**config.mk**
```make
export PLATFORM = sky130hd
export DESIGN_NAME = output_drain
export DESIGN_NICKNAME = d
export VERILOG_FILES = /design/src/rtl/matmul_pkg.sv /design/src/rtl/drain_fifo.sv /design/src/rtl/output_drain.sv
export SDC_FILE = /design/constraint.sdc
export NUM_CORES = 1
export LEC_CHECK = 0
export BUFFER_PORTS_ARGS = -buffer_cell sky130_fd_sc_hd__buf_2
export CORE_MARGIN = 5
export CORE_UTILIZATION = 40
export DETAILED_ROUTE_END_ITERATION = 10
export PLACE_DENSITY = 0.66
export SLEW_MARGIN = 40
export SYNTH_ARGS = -nofsm -noshare
export SYNTH_HDL_FRONTEND = slang
export SYNTH_SLANG_ARGS = --single-unit
```
**constraint.sdc**
```tcl
create_clock -name i_clk -period 2.36 [get_ports i_clk]
set_clock_uncertainty 0.2 [all_clocks]
set_input_delay 0.472 -clock i_clk [delete_from_list [all_inputs] [get_ports i_clk]]
set_output_delay 0.472 -clock i_clk [all_outputs]
set_load 0.05 [all_outputs]
```
**src/rtl/matmul_pkg.sv**
```systemverilog
// Shared matmul types and default widths for the output read-back path.
// Latency: n/a. Backpressure: n/a.
package matmul_pkg;

    localparam int DEF_DATA_WIDTH = 16;
    localparam int DEF_ADDR_WIDTH = 12;

    typedef enum logic [1:0] {
        IDLE  = 2'd0,
        RUN   = 2'd1,
        FLUSH = 2'd2
    } drain_state_t;

endpackage

```
**src/rtl/drain_fifo.sv**
```systemverilog
// Synchronous FIFO with a per-entry last flag and occupancy count.
// Latency: push visible at head the next cycle. Backpressure: none; the caller guarantees space.
module drain_fifo #(
    parameter int WIDTH = 16,
    parameter int DEPTH = 4,
    localparam int AW   = $clog2(DEPTH),
    localparam int CW   = AW + 1
) (
    input  logic             i_clk,
    input  logic             i_rst,
    input  logic             i_push,
    input  logic [WIDTH-1:0] i_push_dat,
    input  logic             i_push_last,
    input  logic             i_pop,
    output logic [WIDTH-1:0] o_head_dat,
    output logic             o_head_last,
    output logic             o_empty,
    output logic [CW-1:0]    o_count
);

    logic [WIDTH:0]  r_mem [DEPTH];
    logic [AW-1:0]   r_wptr;
    logic [AW-1:0]   r_rptr;
    logic [CW-1:0]   r_count;
    logic            w_do_push;
    logic            w_do_pop;

    assign o_empty   = (r_count == '0);
    assign w_do_pop  = i_pop && !o_empty;
    assign w_do_push = i_push && (r_count != CW'(DEPTH));

    always_ff @(posedge i_clk) begin
        if (i_rst) begin
            r_wptr  <= '0;
            r_rptr  <= '0;
            r_count <= '0;
        end else begin
            if (w_do_push) begin
                r_mem[r_wptr] <= {i_push_last, i_push_dat};
                r_wptr        <= r_wptr + AW'(1);
            end
            if (w_do_pop) begin
                r_rptr <= r_rptr + AW'(1);
            end
            r_count <= r_count + CW'(w_do_push) - CW'(w_do_pop);
        end
    end

    assign o_head_dat  = r_mem[r_rptr][WIDTH-1:0];
    assign o_head_last = r_mem[r_rptr][WIDTH];
    assign o_count     = r_count;

endmodule

```
**src/rtl/output_drain.sv**
```systemverilog
// Streams a block of output-memory words out over valid/ready; OUTPUT_DRAIN_RELU_EN clamps negative words to 0.
// Latency: 3 cycles from start to first beat, then 1 word/cycle. Backpressure: reads stall on FIFO credit.
module output_drain
    import matmul_pkg::*;
#(
    parameter int DATA_WIDTH = DEF_DATA_WIDTH,
    parameter int ADDR_WIDTH = DEF_ADDR_WIDTH,
    parameter int FIFO_DEPTH = 4
) (
    input  logic                  i_clk,
    input  logic                  i_rst,
    input  logic                  i_start,
    input  logic [ADDR_WIDTH-1:0] i_base_addr,
    input  logic [ADDR_WIDTH:0]   i_len,
    output logic                  o_busy,
    output logic                  o_done,
    output logic                  o_mem_en,
    output logic                  o_mem_we,
    output logic [ADDR_WIDTH-1:0] o_mem_addr,
    input  logic [DATA_WIDTH-1:0] i_mem_dout,
    output logic                  o_m_valid,
    input  logic                  i_m_ready,
    output logic [DATA_WIDTH-1:0] o_m_data,
    output logic                  o_m_last
);

    localparam int CW = $clog2(FIFO_DEPTH) + 1;
    localparam logic [ADDR_WIDTH:0] ONE = (ADDR_WIDTH + 1)'(1);

    drain_state_t          r_state;
    drain_state_t          w_state_nxt;
    logic [ADDR_WIDTH-1:0] r_addr;
    logic [ADDR_WIDTH:0]   r_issue_left;
    logic [ADDR_WIDTH:0]   r_beats_left;
    logic                  r_inflight;
    logic                  r_inflight_last;
    logic                  r_done;

    logic                  w_issue;
    logic                  w_pop;
    logic                  w_last_hs;
    logic                  w_credit_ok;
    logic                  w_accept;
    logic                  w_zero_start;
    logic [CW-1:0]         w_occ;
    logic                  w_empty;
    logic [DATA_WIDTH-1:0] w_head_dat;
    logic                  w_head_last;
    logic [DATA_WIDTH-1:0] w_out_dat;

    drain_fifo #(
        .WIDTH (DATA_WIDTH),
        .DEPTH (FIFO_DEPTH)
    ) u_fifo (
        .i_clk       (i_clk),
        .i_rst       (i_rst),
        .i_push      (r_inflight),
        .i_push_dat  (i_mem_dout),
        .i_push_last (r_inflight_last),
        .i_pop       (w_pop),
        .o_head_dat  (w_head_dat),
        .o_head_last (w_head_last),
        .o_empty     (w_empty),
        .o_count     (w_occ)
    );

    // Credit counts the read still in flight; a pop in the same cycle is deliberately not credited.
    assign w_credit_ok  = (w_occ + CW'(r_inflight)) < CW'(FIFO_DEPTH);
    assign w_pop        = o_m_valid && i_m_ready;
    assign w_last_hs    = w_pop && (r_beats_left == ONE);
    assign w_accept     = (r_state == IDLE) && i_start && (i_len != '0);
    assign w_zero_start = (r_state == IDLE) && i_start && (i_len == '0);

    always_ff @(posedge i_clk) begin
        if (i_rst) begin
            r_state <= IDLE;
        end else begin
            r_state <= w_state_nxt;
        end
    end

    always_comb begin
        w_state_nxt = r_state;
        case (r_state)
            IDLE:    if (w_accept) w_state_nxt = RUN;
            RUN:     if (w_issue && (r_issue_left == ONE)) w_state_nxt = FLUSH;
            FLUSH:   if (w_last_hs) w_state_nxt = IDLE;
            default: w_state_nxt = IDLE;
        endcase
    end

    always_comb begin
        o_busy  = (r_state != IDLE);
        w_issue = (r_state == RUN) && w_credit_ok;
    end

    always_ff @(posedge i_clk) begin
        if (i_rst) begin
            r_addr          <= '0;
            r_issue_left    <= '0;
            r_beats_left    <= '0;
            r_inflight      <= 1'b0;
            r_inflight_last <= 1'b0;
            r_done          <= 1'b0;
        end else begin
            r_done          <= w_zero_start || ((r_state == FLUSH) && w_last_hs);
            r_inflight      <= w_issue;
            r_inflight_last <= w_issue && (r_issue_left == ONE);
            if (w_accept) begin
                r_addr       <= i_base_addr;
                r_issue_left <= i_len;
                r_beats_left <= i_len;
            end else begin
                if (w_issue) begin
                    r_addr       <= r_addr + ADDR_WIDTH'(1);
                    r_issue_left <= r_issue_left - ONE;
                end
                if (w_pop) begin
                    r_beats_left <= r_beats_left - ONE;
                end
            end
        end
    end

`ifdef OUTPUT_DRAIN_RELU_EN
    assign w_out_dat = w_head_dat[DATA_WIDTH-1] ? '0 : w_head_dat;
`else
    assign w_out_dat = w_head_dat;
`endif

    assign o_done     = r_done;
    assign o_mem_en   = w_issue;
    assign o_mem_we   = 1'b0;
    assign o_mem_addr = r_addr;
    assign o_m_valid  = !w_empty;
    assign o_m_data   = o_m_valid ? w_out_dat : '0;
    assign o_m_last   = o_m_valid && w_head_last;

endmodule

```
==> results.md <==
- Required time of the critical path: about 1700 ps
- Routed Antenna Nets: 0
- Clock sinks: between 100 and 150
- Max Clk Rate: 408 MHz
- Yosys reg bits: 120
- Cells on worst reg2reg path: 5
- Flop2flop setup slack: ~60 ps
- Register area: between 3000 and 4000 µm²
- Sequential-to-total area share from yosys stat: 58.3%
- CTS Buffer Depth: 2
- Drt pass-1 iters: 4
- Wire length per cell: between 15 and 20 µm
- Final worst-path cycle share: 104%
- CTS tree: done
- Critical Path Fanout Max: 9
- Starting DRT DRC Count: about 240
- Lkg Pwr: about 2.5 nW
- Placement Setup Slack: -48.6 ps
- Multi-input gate area: about 2100 µm²
- CP endpoint kind: output pin
- Register clock-pin slew on the reported worst setup and hold paths: 60 ps
- Final Max Slew Viols: 0
- IO buf count: 77
- Nets: around 600
- Root buffer cell: clkbuf_16
- Row count: 42
- Worst hold path type: in -> reg
- Max Cap Viol: 0
- Status: finished, violations left
- Syn nets: approximately 500
- Placed cell count: between 600 and 700
- Layout Cells excl Fill: 729
- Hold_sp: i_mem_dout[14]
- RR Startpoint: r_issue_left[5]
- Vias in the first global route: between 3000 and 4000
- Top_reg_cell synth: edfxtp_1
- Kind of critical path: reg -> out
- # IOs: 79
- Worst Max-Slew Pin Slew: a little over 700 ps
- CP arrival: ~1800 ps
- H-tree Lvls: 4
- First-pass GRT wire length: a little under 20000 µm
- Hold Vio Cnt, Final: 0
- Die H: roughly 120 µm
- DRC viols: 0
- Initial antenna violation count: 0
- RePlAce Congestion: between 0.8 and 0.9
- Total GRT Usage: around 16%
- Number of synthesized flops with an enable pin: 68
- Vias per Instance: 5.34
- R2r endpoint: r_state[0]
- Share of cells above drive strength 1: roughly 34%
- Post-CTS Hold Fix Bufs: 0
- Hold EP: u_fifo.r_mem[0][14]
- Total core area: roughly 13000 µm²
- Die X: around 120 µm
- Mapped cell area: about 5300 µm²
- CTS Buf Count: 17
- Hold Path Depth: 1
- Violated checks: setup timing
- Die area: 15600 µm²
- Total vias in the final route: 3893
- Finished Core Util: 52.2%
- Hold_ws: around 74 ps
- Filler cell count in the final layout: ~1100
- Final setup margin: -90.9 ps
- Pwr Density: ~1200 nW/µm²
- Wirelength, routed: 11900 µm
- HPWL after detailed placement: 7640 µm
- # diodes: 0
- Asr flop ratio synth: 0%
- Insertion delay to the later sink of the worst-skew pair: 410 ps
- Pin count of the biggest net entering global routing: 52
- Slew HR: 52.0%
- Synth-to-Final Area Change: 29.1%
- Yosys warning total: 0
- Synthesized instance count: 442
- Final setup violation count: 17
- Worst IR Drop VDD: around 0.67 mV
- Mean Syn Cell Area: roughly 12 µm²
- Synth unique cells: 52
- RSZ-0062 raised after global routing: yes
- GR Overflow Total: 0
- Tmin final: about 2500 ps
- Starting Density: about two fifths
- Worst setup SP type: flip-flop
==> cell families after synthesis <==
logic type	after synthesis	synth area share [%]
other	1	0.0709
XOR/XNOR	20	3.31
multiplexers	18	7.43
AND/OR/NAND/NOR	156	15.9
flip-flops	120	58.3
adder cells (fa/ha/maj)	12	2.98
buffers and inverters	40	2.93
AO/OA/AOI/OAI	75	9.08
==> power by group <==
group / switching, mW / internal, mW / total (mW)
logic: 1.61 / 1.24 / 2.86
clock network: 0.953 / 1.67 / 2.62
registers: 0.159 / 2.37 / 2.53
==> state kept, by name, indices dropped and copies added (netlist names), 2 cells and up, named ones only <==
| register | cells |
|---|---|
| r_beats_left | 13 |
| u_fifo.o_count | 3 |
| u_fifo.r_wptr | 2 |
| r_issue_left | 13 |
| u_fifo.r_rptr | 2 |
| r_state | 2 |
| u_fifo.r_mem | 68 |
| o_mem_addr | 12 |
==> worst max-delay path, cell delays in order (launching register included) <==
cell and delay (ps):
dfxtp_4 390, buf_12 160, mux4_2 510, and2_4 170, buf_6 140
==> how the worst max path moves through the flow <==
stage                                  from  slack [ps]                end
final                             flip-flop         -90        o_m_data[7]
after detailed placement          i_m_ready         -50    r_beats_left[9]
after global placement            i_m_ready         -30   r_beats_left[11]
after CTS                         flip-flop        -130        o_m_data[7]
after floorplan           u_fifo.o_count[2]         0.1  u_fifo.o_count[2]
after global routing              flip-flop        -150        o_m_data[4]
==> layer usage <==
layer  share of wire [%]  global-route usage, %
met5                   0                      0
met4                 1.2                   6.06
met3                 5.5                   4.78
met2                  49                   25.8
met1                  44                   20.3
==> layout make-up <==
type	instances	area share, %
inverter	16	0.880
timing repair buffer	103	10.9
clock inverter	14	2.53
clock buffer	18	6.29
tap	176	3.23
multi-input combinational	282	30.9
sequential	120	45.3
==> metrics by stage <==
stage          total power [mW]  instance area, µm²  TNS (ps)
6_report                   8.01                6830     -1230
5_1_grt                    8.41                6830     -2410
4_1_cts                    8.04                6780     -1880
3_5_place_dp               4.92                5990     -91.1
3_3_place_gp               4.88                5990     -46.7
2_1_floorplan              4.30                5300         0
==> what timing repair did <==
action                                  4_1_cts  5_1_grt
pin swaps                                     0        3
resized for setup                            58        9
buffers inserted                              0        3
endpoints found under the setup margin       19       21
cloned                                        1        0
endpoints found under the hold margin         0        0
==> synthesized netlist by cell type (2+ instances only) <==
cell type | n | share of area, %
nand2b_1 | 2 | 0.24
a21oi_1 | 28 | 2.6
a31oi_1 | 13 | 1.5
or3_1 | 2 | 0.24
nand2_1 | 32 | 2.3
xor2_1 | 7 | 1.2
a311oi_1 | 2 | 0.33
and2_1 | 23 | 2.7
nand4_1 | 4 | 0.47
a211oi_1 | 5 | 0.71
a22oi_1 | 2 | 0.28
o211ai_1 | 4 | 0.57
or4_1 | 5 | 0.71
inv_1 | 16 | 1.1
o21ai_0 | 5 | 0.47
and4_1 | 2 | 0.33
o311ai_0 | 5 | 0.83
xnor2_1 | 13 | 2.2
nor2b_1 | 4 | 0.47
nor3b_1 | 4 | 0.57
or3_2 | 3 | 0.43
nor2_1 | 27 | 1.9
edfxtp_1 | 68 | 39
dfxtp_1 | 52 | 20
ha_1 | 11 | 2.6
buf_1 | 4 | 0.28
nor3_1 | 7 | 0.66
o31a_1 | 2 | 0.33
clkbuf_1 | 18 | 1.3
or4_4 | 3 | 0.64
o22ai_1 | 2 | 0.24
nor4_1 | 12 | 1.4
nand3_1 | 18 | 1.7
mux4_2 | 17 | 7.2
or2_2 | 3 | 0.35
==> layout by cell type (no fill, tap or decap), types with 3 or more instances in the layout <==
| master | synthesis | layout |
|---|---|---|
| edfxtp_1 | 68 | 68 |
| buf_2 | 1 | 58 |
| dfxtp_1 | 52 | 48 |
| nand2_1 | 32 | 32 |
| nor2_1 | 27 | 27 |
| a21oi_1 | 28 | 27 |
| buf_4 | 1 | 25 |
| nand3_1 | 18 | 18 |
| mux4_2 | 17 | 17 |
| and2_4 | 0 | 17 |
| clkbuf_16 | 0 | 17 |
| buf_6 | 0 | 16 |
| inv_1 | 16 | 15 |
| xnor2_1 | 13 | 13 |
| a31oi_1 | 13 | 13 |
| nor4_1 | 12 | 12 |
| ha_1 | 11 | 10 |
| xor2_1 | 7 | 7 |
| and2_1 | 23 | 6 |
| nor3_1 | 7 | 6 |
| or4_1 | 5 | 5 |
| a211oi_1 | 5 | 5 |
| o311ai_0 | 5 | 5 |
| o21ai_0 | 5 | 5 |
| nor3b_1 | 4 | 4 |
| o211ai_1 | 4 | 4 |
| nor2b_1 | 4 | 4 |
| nand4_1 | 4 | 4 |
| inv_6 | 0 | 4 |
| clkinvlp_4 | 0 | 4 |
| or4_4 | 3 | 3 |
| or3_2 | 3 | 3 |
| or2_2 | 3 | 3 |
| bufinv_16 | 0 | 3 |
(Power assumes the default switching activity.)
